[src/rtl/cpu_ctrl_pkg.sv]
// rtl/cpu_ctrl_pkg.sv - shared encodings for the multicycle ARM-subset controller
package cpu_ctrl_pkg;

    // Controller states; the numeric value is exported on the debug state port
    typedef enum logic [3:0] {
        S_FETCH    = 4'd0,
        S_DECODE   = 4'd1,
        S_MEMADR   = 4'd2,
        S_MEMREAD  = 4'd3,
        S_MEMWB    = 4'd4,
        S_MEMWRITE = 4'd5,
        S_EXECUTER = 4'd6,
        S_EXECUTEI = 4'd7,
        S_ALUWB    = 4'd8,
        S_BRANCH   = 4'd9
    } state_t;

    typedef enum logic [2:0] {
        ALU_ADD   = 3'b000,
        ALU_SUB   = 3'b001,
        ALU_AND   = 3'b010,
        ALU_ORR   = 3'b011,
        ALU_PASSB = 3'b100
    } alu_ctrl_t;

    // ALU operand B select
    localparam logic [1:0] SRCB_RM   = 2'b00;
    localparam logic [1:0] SRCB_EXT  = 2'b01;
    localparam logic [1:0] SRCB_FOUR = 2'b10;

    // Writeback result select
    localparam logic [1:0] RES_ALUOUT = 2'b00;
    localparam logic [1:0] RES_RDATA  = 2'b01;
    localparam logic [1:0] RES_ALU    = 2'b10;

    // Instruction classes (instr[27:26])
    localparam logic [1:0] OP_DP  = 2'b00;
    localparam logic [1:0] OP_MEM = 2'b01;
    localparam logic [1:0] OP_BR  = 2'b10;
    localparam logic [1:0] OP_UND = 2'b11;

    // Condition codes (instr[31:28])
    localparam logic [3:0] COND_EQ = 4'b0000;
    localparam logic [3:0] COND_NE = 4'b0001;
    localparam logic [3:0] COND_CS = 4'b0010;
    localparam logic [3:0] COND_CC = 4'b0011;
    localparam logic [3:0] COND_MI = 4'b0100;
    localparam logic [3:0] COND_PL = 4'b0101;
    localparam logic [3:0] COND_VS = 4'b0110;
    localparam logic [3:0] COND_VC = 4'b0111;
    localparam logic [3:0] COND_HI = 4'b1000;
    localparam logic [3:0] COND_LS = 4'b1001;
    localparam logic [3:0] COND_GE = 4'b1010;
    localparam logic [3:0] COND_LT = 4'b1011;
    localparam logic [3:0] COND_GT = 4'b1100;
    localparam logic [3:0] COND_LE = 4'b1101;
    localparam logic [3:0] COND_AL = 4'b1110;
    localparam logic [3:0] COND_NV = 4'b1111;

    // Data-processing commands (instr[24:21])
    localparam logic [3:0] CMD_AND = 4'b0000;
    localparam logic [3:0] CMD_SUB = 4'b0010;
    localparam logic [3:0] CMD_ADD = 4'b0100;
    localparam logic [3:0] CMD_CMP = 4'b1010;
    localparam logic [3:0] CMD_ORR = 4'b1100;
    localparam logic [3:0] CMD_MOV = 4'b1101;

    // Commands outside the supported set behave as NOPs
    function automatic logic dp_cmd_valid(input logic [3:0] cmd);
        return (cmd == CMD_AND) || (cmd == CMD_SUB) || (cmd == CMD_ADD) ||
               (cmd == CMD_CMP) || (cmd == CMD_ORR) || (cmd == CMD_MOV);
    endfunction

    function automatic alu_ctrl_t dp_alu_ctrl(input logic [3:0] cmd);
        alu_ctrl_t ctrl;
        case (cmd)
            CMD_ADD: ctrl = ALU_ADD;
            CMD_SUB: ctrl = ALU_SUB;
            CMD_CMP: ctrl = ALU_SUB;
            CMD_AND: ctrl = ALU_AND;
            CMD_ORR: ctrl = ALU_ORR;
            CMD_MOV: ctrl = ALU_PASSB;
            default: ctrl = ALU_ADD;
        endcase
        return ctrl;
    endfunction

    // Only arithmetic commands produce meaningful carry/overflow
    function automatic logic dp_updates_cv(input logic [3:0] cmd);
        return (cmd == CMD_ADD) || (cmd == CMD_SUB) || (cmd == CMD_CMP);
    endfunction

endpackage

[src/rtl/cond_unit.sv]
// rtl/cond_unit.sv - evaluates an ARM condition field against stored NZCV flags
module cond_unit
    import cpu_ctrl_pkg::*;
(
    input  logic [3:0] i_cond,
    input  logic [3:0] i_flags,
    output logic       o_cond_ex
);

    logic w_n;
    logic w_z;
    logic w_c;
    logic w_v;

    assign w_n = i_flags[3];
    assign w_z = i_flags[2];
    assign w_c = i_flags[1];
    assign w_v = i_flags[0];

    // Condition truth table; 1111 never executes
    always_comb begin
        o_cond_ex = 1'b0;
        case (i_cond)
            COND_EQ: o_cond_ex = w_z;
            COND_NE: o_cond_ex = ~w_z;
            COND_CS: o_cond_ex = w_c;
            COND_CC: o_cond_ex = ~w_c;
            COND_MI: o_cond_ex = w_n;
            COND_PL: o_cond_ex = ~w_n;
            COND_VS: o_cond_ex = w_v;
            COND_VC: o_cond_ex = ~w_v;
            COND_HI: o_cond_ex = w_c & ~w_z;
            COND_LS: o_cond_ex = ~w_c | w_z;
            COND_GE: o_cond_ex = (w_n == w_v);
            COND_LT: o_cond_ex = (w_n != w_v);
            COND_GT: o_cond_ex = ~w_z & (w_n == w_v);
            COND_LE: o_cond_ex = w_z | (w_n != w_v);
            COND_AL: o_cond_ex = 1'b1;
            COND_NV: o_cond_ex = 1'b0;
            default: o_cond_ex = 1'b0;
        endcase
    end

endmodule

[src/rtl/multicycle_controller.sv]
// rtl/multicycle_controller.sv - FSM, main decoder and NZCV register for the multicycle CPU
module multicycle_controller
    import cpu_ctrl_pkg::*;
(
    input  logic        i_clk,
    input  logic        i_rst,
    input  logic [31:0] i_instr,
    input  logic [3:0]  i_alu_flags,
    input  logic        i_mem_ready,
    output logic        o_pc_write,
    output logic        o_ir_write,
    output logic        o_reg_write,
    output logic        o_mem_write,
    output logic        o_adr_src,
    output logic        o_alu_src_a,
    output logic [1:0]  o_alu_src_b,
    output logic [1:0]  o_result_src,
    output logic [2:0]  o_alu_ctrl,
    output logic [1:0]  o_imm_src,
    output logic [1:0]  o_reg_src,
    output logic [3:0]  o_flags,
    output logic [3:0]  o_state
);

    state_t    r_state;
    state_t    w_next_state;
    logic [3:0] r_flags;

    logic [1:0] w_op;
    logic       w_i;
    logic [3:0] w_cmd;
    logic       w_sl;
    logic       w_u;
    logic [3:0] w_cond;
    logic       w_cond_ex;
    logic       w_cmd_valid;
    logic       w_is_cmp;
    logic       w_unused_instr;

    logic       w_pc_write;
    logic       w_ir_write;
    logic       w_reg_write;
    logic       w_mem_write;
    logic       w_flag_write;
    logic       w_adr_src;
    logic       w_alu_src_a;
    logic [1:0] w_alu_src_b;
    logic [1:0] w_result_src;
    alu_ctrl_t  w_alu_ctrl;

    assign w_cond      = i_instr[31:28];
    assign w_op        = i_instr[27:26];
    assign w_i         = i_instr[25];
    assign w_cmd       = i_instr[24:21];
    assign w_u         = i_instr[23];
    assign w_sl        = i_instr[20];
    assign w_cmd_valid = dp_cmd_valid(w_cmd);
    assign w_is_cmp    = (w_cmd == CMD_CMP);

    // Register numbers and immediates are consumed by the datapath, not here
    assign w_unused_instr = ^{i_instr[22], i_instr[19:0]};

    cond_unit u_cond_unit (
        .i_cond    (w_cond),
        .i_flags   (r_flags),
        .o_cond_ex (w_cond_ex)
    );

    // State register; reset aborts any instruction in flight
    always_ff @(posedge i_clk or posedge i_rst) begin
        if (i_rst) begin
            r_state <= S_FETCH;
        end else begin
            r_state <= w_next_state;
        end
    end

    // NZCV register; written only on the edge that ends EXECUTE
    always_ff @(posedge i_clk or posedge i_rst) begin
        if (i_rst) begin
            r_flags <= 4'b0000;
        end else if (w_flag_write) begin
            r_flags[3:2] <= i_alu_flags[3:2];
            if (dp_updates_cv(w_cmd)) begin
                r_flags[1:0] <= i_alu_flags[1:0];
            end
        end
    end

    // Next-state and per-state datapath controls
    always_comb begin
        w_next_state = r_state;
        w_pc_write   = 1'b0;
        w_ir_write   = 1'b0;
        w_reg_write  = 1'b0;
        w_mem_write  = 1'b0;
        w_flag_write = 1'b0;
        w_adr_src    = 1'b0;
        w_alu_src_a  = 1'b0;
        w_alu_src_b  = SRCB_RM;
        w_result_src = RES_ALUOUT;
        w_alu_ctrl   = ALU_ADD;
        case (r_state)
            S_FETCH: begin
                w_alu_src_a  = 1'b1;
                w_alu_src_b  = SRCB_FOUR;
                w_result_src = RES_ALU;
                if (i_mem_ready) begin
                    w_ir_write   = 1'b1;
                    w_pc_write   = 1'b1;
                    w_next_state = S_DECODE;
                end
            end
            S_DECODE: begin
                w_alu_src_a  = 1'b1;
                w_alu_src_b  = SRCB_FOUR;
                w_result_src = RES_ALU;
                if (!w_cond_ex || (w_op == OP_UND)) begin
                    w_next_state = S_FETCH;
                end else begin
                    case (w_op)
                        OP_MEM:  w_next_state = S_MEMADR;
                        OP_BR:   w_next_state = S_BRANCH;
                        OP_DP:   w_next_state = w_i ? S_EXECUTEI : S_EXECUTER;
                        default: w_next_state = S_FETCH;
                    endcase
                end
            end
            S_EXECUTER, S_EXECUTEI: begin
                w_alu_src_b  = (r_state == S_EXECUTEI) ? SRCB_EXT : SRCB_RM;
                w_alu_ctrl   = dp_alu_ctrl(w_cmd);
                w_flag_write = w_cmd_valid && (w_sl || w_is_cmp);
                w_next_state = S_ALUWB;
            end
            S_ALUWB: begin
                w_result_src = RES_ALUOUT;
                w_reg_write  = w_cmd_valid && !w_is_cmp;
                w_next_state = S_FETCH;
            end
            S_MEMADR: begin
                w_alu_src_b  = SRCB_EXT;
                w_alu_ctrl   = w_u ? ALU_ADD : ALU_SUB;
                w_next_state = w_sl ? S_MEMREAD : S_MEMWRITE;
            end
            S_MEMREAD: begin
                w_adr_src = 1'b1;
                if (i_mem_ready) begin
                    w_next_state = S_MEMWB;
                end
            end
            S_MEMWB: begin
                w_result_src = RES_RDATA;
                w_reg_write  = 1'b1;
                w_next_state = S_FETCH;
            end
            S_MEMWRITE: begin
                w_adr_src   = 1'b1;
                w_mem_write = 1'b1;
                if (i_mem_ready) begin
                    w_next_state = S_FETCH;
                end
            end
            S_BRANCH: begin
                w_alu_src_b  = SRCB_EXT;
                w_alu_ctrl   = ALU_ADD;
                w_result_src = RES_ALU;
                w_pc_write   = 1'b1;
                w_next_state = S_FETCH;
            end
            default: begin
                w_next_state = S_FETCH;
            end
        endcase
    end

    // Write enables are killed combinationally so a reset stops stores in the same cycle
    assign o_pc_write   = w_pc_write  & ~i_rst;
    assign o_ir_write   = w_ir_write  & ~i_rst;
    assign o_reg_write  = w_reg_write & ~i_rst;
    assign o_mem_write  = w_mem_write & ~i_rst;
    assign o_adr_src    = w_adr_src;
    assign o_alu_src_a  = w_alu_src_a;
    assign o_alu_src_b  = w_alu_src_b;
    assign o_result_src = w_result_src;
    assign o_alu_ctrl   = w_alu_ctrl;
    assign o_imm_src    = w_op;
    assign o_reg_src    = {(w_op == OP_MEM) && !w_sl, (w_op == OP_BR)};
    assign o_flags      = r_flags;
    assign o_state      = r_state;

endmodule

[config.mk]
export PLATFORM = sky130hd
export DESIGN_NAME = multicycle_controller
export DESIGN_NICKNAME = d
export VERILOG_FILES = /design/src/rtl/cpu_ctrl_pkg.sv /design/src/rtl/cond_unit.sv /design/src/rtl/multicycle_controller.sv
export SDC_FILE = /design/constraint.sdc
export NUM_CORES = 1
export LEC_CHECK = 0
export ABC_AREA = 1
export BUFFER_PORTS_ARGS = -buffer_cell sky130_fd_sc_hd__buf_4
export CORE_MARGIN = 5
export CORE_UTILIZATION = 27
export CTS_BUF_LIST = sky130_fd_sc_hd__clkbuf_8
export CTS_CLUSTER_DIAMETER = 60
export DETAILED_ROUTE_END_ITERATION = 8
export GPL_TIMING_DRIVEN = 0
export PLACE_DENSITY = 0.63
export SYNTH_ARGS = -nofsm -noshare
export SYNTH_HDL_FRONTEND = slang
export SYNTH_SLANG_ARGS = --single-unit
export TNS_END_PERCENT = 100
[constraint.sdc]
create_clock -name i_clk -period 2.1 [get_ports i_clk]
set_input_delay 0.315 -clock i_clk [delete_from_list [all_inputs] [get_ports i_clk]]
set_output_delay 0.315 -clock i_clk [all_outputs]
set_load 0.005 [all_outputs]
==> summary.md, run 1 <==
| Metric | Value |
|---|---|
| Synth Flop Type | dfrtp_1 |
| H-Tree Depth | 1 |
| GRT Total Usage | 11.3% |
| Residual DRC | 0 |
| Layout Area Growth over Synthesis | 49.8% |
| Fin Setup TNS | 0 ps |
| Critical Path Start | o_state[3] |
| Routed len/inst | 10.0 um |
| Seq/Total Area, Yosys | 23.5% |
| Asr flop ratio synth | 100% |
| Initial Util | 28.1% |
| Die Y | 66.2 um |
| Critical path capture point type | primary output |
| Setup crit end | o_alu_ctrl[0] |
| Synthesized net count | 191 |
| Slew HR | 79.3% |
| Worst-Skew Late Latency | 220 ps |
| Lkg Pwr | 0.000709 uW |
| Hold-fix buffers, CTS | 0 |
| Tot Pwr | 1010 uW |
| Share of cells above drive strength 1 | 29.8% |
| Synth Area per Inst | 5.61 um2 |
| Crit path kind | reg -> out |
| Reg2reg setup slack | 560 ps |
| Cell Pwr Density | 794 nW/um2 |
| Die area | 4380 um2 |
| Routability cong. | 0.819 |
| # diodes | 0 |
| Worst slew pin tran | 306 ps |
| Max Slew Vio Count | 0 |
| Vias after detailed routing | 1020 |
| Sink Count | 8 |
| DPL Wire Length | 2080 um |
| Highest clock rate | 0.561 GHz |
| Post-synth EDFFs | 0 |
| RSZ-0062 raised after global routing | no |
| Cells after synthesis | 152 |
| Clock period minus worst slack | 1780 ps |
| Largest net degree at the start of global routing | 9 |
| DR vias/cell | 4.21 |
| Yosys cell types | 24 |
| CP Max Fanout | 6 |
| Chip width | 66.2 um |
| Filler cells | 359 |
| Clock Skews | 1.40 ps |
| Final period util | 84.9% |
| First-pass GRT wire length | 3870 um |
| DRT iter0 DRCs | 47 |
| Reg2reg start | o_state[3] |
| Type of the most critical hold path | in -> async |
| Max-cap violations | 0 |
| Global route total overflow | 0 |
| Layout Nets | 239 |
| Yosys top cell by area | dfrtp_1 |
| Inserted Clock Buffers | 3 |
| Clock root buffer master | clkbuf_8 |
| I/O pin cnt | 64 |
| CP startpoint kind | flop |
| Netlist Area Pre-Place | 852 um2 |
| # rows | 20 |
| Total Wirelength | 2430 um |
| Max clock buf depth | 2 |
| # setup viols final | 0 |
| Critical path arrival | 1470 ps |
| Area of the core | 3030 um2 |
| Most numerous cell in the Yosys netlist | nand2_1 |
| Clk slew on worst S/H paths | 40 ps |
| Status | finished, final reports clean |
| Synthesized flop and latch total | 8 |
| Final core utilization | 42.1% |
| Post-synth top cells | 46 x nand2_1, 26 x inv_1, 22 x nor2_1, 10 x nand3_1, 8 x dfrtp_1 |
| YS warnings | 0 |
| Drt first pass iters | 4 |
| CTS tree | yes |
| Initial antenna violation count | 0 |
| Yosys top cell area share | 23.5% |
| FF-to-FF End | o_flags[1] |
| Worst EP required | 1780 ps |
| VDD IR-drop max | 341 uV |
| I/O Buffers | 43 |
| Hold Fails Final Rpt | 0 |
| Reg2reg path depth | 6 |
| Top area cells in the synthesized netlist | dfrtp_1 23%, nand2_1 20%, inv_1 11%, nor2_1 9.7%, nand3_1 5.9% |
| Vias in the first global route | 936 |
| Antenna viol nets, final | 0 |
how the worst min path moves through the flow:
stage | endpoint | cells past startpoint | start | slack, ps
floorplan | o_flags[0] | 1 | i_rst | 130
CTS | o_state[0] | 2 | i_rst | 70
detailed placement | o_state[0] | 2 | i_rst | 310
finish | o_flags[2] | 2 | i_rst | 60
global route | o_state[0] | 2 | i_rst | 100
global placement | o_state[1] | 2 | i_rst | 310
metrics by stage:
| stage | std cells | setup slack [ps] | instance area (um2) | hold WS (ps) |
|---|---|---|---|---|
| 6_report | 242 | 317 | 1280 | 64.5 |
| 5_1_grt | 242 | 125 | 1280 | 96.9 |
| 4_1_cts | 242 | 176 | 1270 | 72.2 |
| 3_5_place_dp | 239 | 420 | 1230 | 311 |
| 3_3_place_gp | 239 | 411 | 1230 | 310 |
| 2_1_floorplan | 152 | 686 | 852 | 131 |
layout make-up:
type	instances	area (um2)	area share, %
tap	44	55.1	4.31
timing repair buffer	43	323	25.3
inverter	28	105	8.24
buffer	3	22.5	1.76
sequential	8	200	15.7
multi-input combinational	113	529	41.5
clock buffer	3	41.3	3.24
metal layers:
layer  vias up  wire [um]  global-route usage (%)
li1        568          -                       -
met1       427       1150                    14.6
met2        25       1080                    18.1
met3         0        192                    4.42
met4         0          0                    1.27
met5         -          0                       0
critical path: stages, from the launching register on:
cell     delay, ps
dfrtp_1        400
nor2_1         140
inv_1          120
nor3_2         190
inv_1           90
o21ai_0        160
buf_4          140
sequential cells by signal, summed over array words and instances, names as in the netlist:
signal,count
o_state,4
o_flags,4
cell families after synthesis:
logic type	after synthesis	share of synthesized area, %
multiplexers	2	2.64
AO/OA/AOI/OAI	16	10.6
flip-flops	8	23.5
AND/OR/NAND/NOR	95	48.3
buffers and inverters	31	15.0
where the power goes:
group / total, uW / leakage [uW] / internal (uW) / switching [uW]
combinational: 597 / 0.000589 / 284 / 313
clock: 180 / 0.0000216 / 124 / 56.0
sequential: 237 / 0.0000988 / 191 / 45.4
cell usage in the layout, fill, tap and decap left out, types with 2 or more instances in the layout:
cell | netlist | layout
a21oi_1 | 6 | 6
buf_4 | 3 | 46
clkbuf_8 | 0 | 3
dfrtp_1 | 8 | 8
inv_1 | 26 | 26
nand2_1 | 46 | 46
nand3_1 | 10 | 10
nand4_1 | 4 | 4
nor2_1 | 22 | 22
nor2_2 | 2 | 2
nor3_1 | 6 | 5
nor3_2 | 1 | 2
o21ai_0 | 6 | 6
repair_timing:
item,CTS,global route
resized for setup,0,1
endpoints found under the setup margin,0,1
buffers inserted,0,0
No activity file was read; power rests on OpenSTA's default activity.
==> inputs of run 2 (changes only) <==
- ABC_AREA: 1 -> 0
- clock period: 2.1 -> 1.7 ns (I/O delays scaled with it)
==> summary.md, run 2 <==
| Metric | Value |
|---|---|
| Final period util | 104% |
| Most frequent cells in the layout | 58 x buf_4, 8 x dfrtp_1, 7 x inv_1, 5 x nand2_1 |
| # diodes | 0 (unchanged) |
| First-pass GRT wire length | 4600 um (+19%) |
| Violated checks | negative setup slack |
| Routability cong. | 0.770 (-6.0%) |
| Max Slew Vio Count | 0 (unchanged) |
| Clock root buffer master | clkbuf_8 |
| Max clock buf depth | 2 (unchanged) |
| Chip width | 65.8 um (-0.63%) |
| Worst EP required | 1440 ps (-340 ps) |
| Fin Setup TNS | -223 ps (-223 ps) |
| Drt first pass iters | 4 (unchanged) |
| CP max stage cell | dfrtp_1 |
| CP peak stage delay | 380 ps (-20 ps) |
| I/O pin cnt | 64 (unchanged) |
| Netlist Area Pre-Place | 840 um2 (-1.5%) |
| Total Wirelength | 2850 um (+17%) |
| Area of the core | 3030 um2 (unchanged) |
| Share of cells above drive strength 1 | 52.2% (+22 points) |
| Lkg Pwr | 0.000653 uW (-8.0%) |
| Most numerous cell in the Yosys netlist | dfrtp_1 |
| Synthesized net count | 141 (-26%) |
| RSZ-0062 raised after global routing | yes |
| Yosys top cell area share | 23.8% (+0.35 points) |
| Worst-Skew Late Latency | 220 ps (about the same) |
| Cell Pwr Density | 1390 nW/um2 (+75%) |
| Synthesized flop and latch total | 8 (unchanged) |
| # setup viols final | 6 (+6) |
| Largest net degree at the start of global routing | 11 (+2) |
| Critical path arrival | 1520 ps (+50 ps) |
| Crit path kind | reg -> out |
| Routed len/inst | 14.0 um (+40%) |
| I/O Buffers | 42 (-2.3%) |
| Vias after detailed routing | 996 (-2.4%) |
| Slew HR | 73.0% (-6.3 points) |
| Hold Fails Final Rpt | 0 (unchanged) |
| Antenna viol nets, final | 0 (unchanged) |
| Type of the most critical hold path | in -> async |
| DP Worst Slack | -136 ps (-556 ps) |
| CP startpoint kind | flop |
| Critical path capture point type | primary output |
| Post-synth EDFFs | 0 (unchanged) |
| DPL Wire Length | 2110 um (+1.2%) |
| Seq/Total Area, Yosys | 23.8% (+0.35 points) |
| Global route total overflow | 0 (unchanged) |
| Cells after synthesis | 102 (-33%) |
| Status | finished with violations |
| VDD IR-drop max | 668 uV (+96%) |
| Filler cells | 306 (-15%) |
| Max-cap violations | 0 (unchanged) |
| Worst slew pin tran | 402 ps (+96.2 ps) |
| Initial Util | 27.7% (-0.41 points) |
| Final core utilization | 47.6% (+5.5 points) |
| DR vias/cell | 4.91 (+16%) |
| Hold-fix buffers, CTS | 0 (unchanged) |
| Layout Area Growth over Synthesis | 71.8% |
| Worst path cell trace | buf_6, nand2b_4, o21bai_4, a2111oi_4, buf_4 |
| Inserted Clock Buffers | 3 (unchanged) |
| Highest clock rate | 0.565 GHz |
| Residual DRC | 0 (unchanged) |
| Clock Skews | 2.02 ps (+0.624 ps) |
| Initial antenna violation count | 0 (unchanged) |
| Synth Flop Type | dfrtp_1 |
| Sink Count | 8 (unchanged) |
| H-Tree Depth | 1 (unchanged) |
| Placed cell areas | 1210 um2 (-1.6%) |
| Clock period minus worst slack | 1770 ps |
| Post-synth top cells | 8 x dfrtp_1, 7 x inv_1, 7 x nor2_1, 6 x nand2_1, 5 x o21ai_0 |
| CP Max Fanout | 3 (-3) |
| Die area | 4320 um2 (-1.3%) |
| Yosys cell types | 42 (+75%) |
| Clk slew on worst S/H paths | 40 ps (about the same) |
| Yosys top cell by area | dfrtp_1 |
| DRT iter0 DRCs | 21 (-55%) |
| Commonest non-fill, non-tap cell in the layout | buf_4 |
| Multi-input gate area | 646 um2 (+22%) |
| YS warnings | 0 (unchanged) |
| Final Cell Area | 1440 um2 (+13%) |
| GRT Total Usage | 13.3% (+2.0 points) |
| Vias in the first global route | 1001 (+6.9%) |
| Final WS setup | -71.2 ps (-388 ps) |
| Asr flop ratio synth | 100% (unchanged) |
| Layout Nets | 200 (-16%) |
| Die Y | 65.8 um (-0.63%) |
| Top area cells in the synthesized netlist | dfrtp_1 24%, mux2_1 5.4%, xnor2_1 4.2%, buf_6 4.0%, nor3b_1 3.6% |
| Synth Area per Inst | 8.23 um2 (+47%) |
| CTS tree | yes |
| # rows | 20 (unchanged) |
| FF+latch area | 200 um2 (unchanged) |
## run 2: layout make-up
cell class / count / area share, %
multi-input cells: 79 / 44.8
repair buffers: 54 / 28.1
flip-flops and latches: 8 / 13.9
plain buffers: 8 / 4.77
well taps: 44 / 3.82
clock buffers: 3 / 2.86
inverters: 7 / 1.82
## run 2: worst paths after layout
kind	cells after the start	startpoint	slack (ps)	end
worst max-delay path	5	o_state[2]	-70	o_reg_write
worst min-delay path	2	i_rst	30	o_state[1]
worst max register to register	6	o_state[3]	-30	o_state[0]
worst min register to register	1	o_flags[0]	560	o_flags[0]
max in group asynchronous	2	i_rst	1440	o_flags[1]
min in group i_clk	2	i_alu_flags[3]	240	o_flags[3]
## run 2: critical path, delay by kind of cell, from the launching register on
kind | cells | cell delay, ps
flops | 1 | 380
simple gates | 1 | 130
compound gates | 2 | 490
buf+inv | 2 | 300
## run 2: what timing repair did
item,CTS,global route
pin swaps,8,6
endpoints found under the setup margin,10,12
resized for setup,15,9
setup buffers,9,3
## run 2: kinds of logic after synthesis
| family | share of synthesized area [%] |
|---|---|
| flops | 23.8 |
| mux | 7.75 |
| compound gates | 25.6 |
| buf+inv | 10.7 |
| xor+xnor | 6.26 |
| simple gates | 25.8 |
## run 2: layer usage
layer	global-route usage, %	routed length [um]	vias up
met3	2.05	190	2
met4	3.89	19	0
met5	0	0	-
met2	22.2	1390	34
met1	17.5	1250	472
li1	-	-	488
## run 2: power by group
group | internal, uW | total [uW] | leakage (uW) | switching (uW)
Clock | 153 | 223 | 0.0000216 | 70.2
Sequential | 269 | 370 | 0.000107 | 101
Combinational | 774 | 1420 | 0.000525 | 641
## run 2: metrics by stage
step           hold slack, ps  instances  power, uW
2_1_floorplan            70.7        102       1000
3_3_place_gp              246        188       1480
3_5_place_dp              257        188       1510
4_1_cts                  29.8        200       1920
5_1_grt                  48.5        203       2160
6_report                 28.7        203       2010
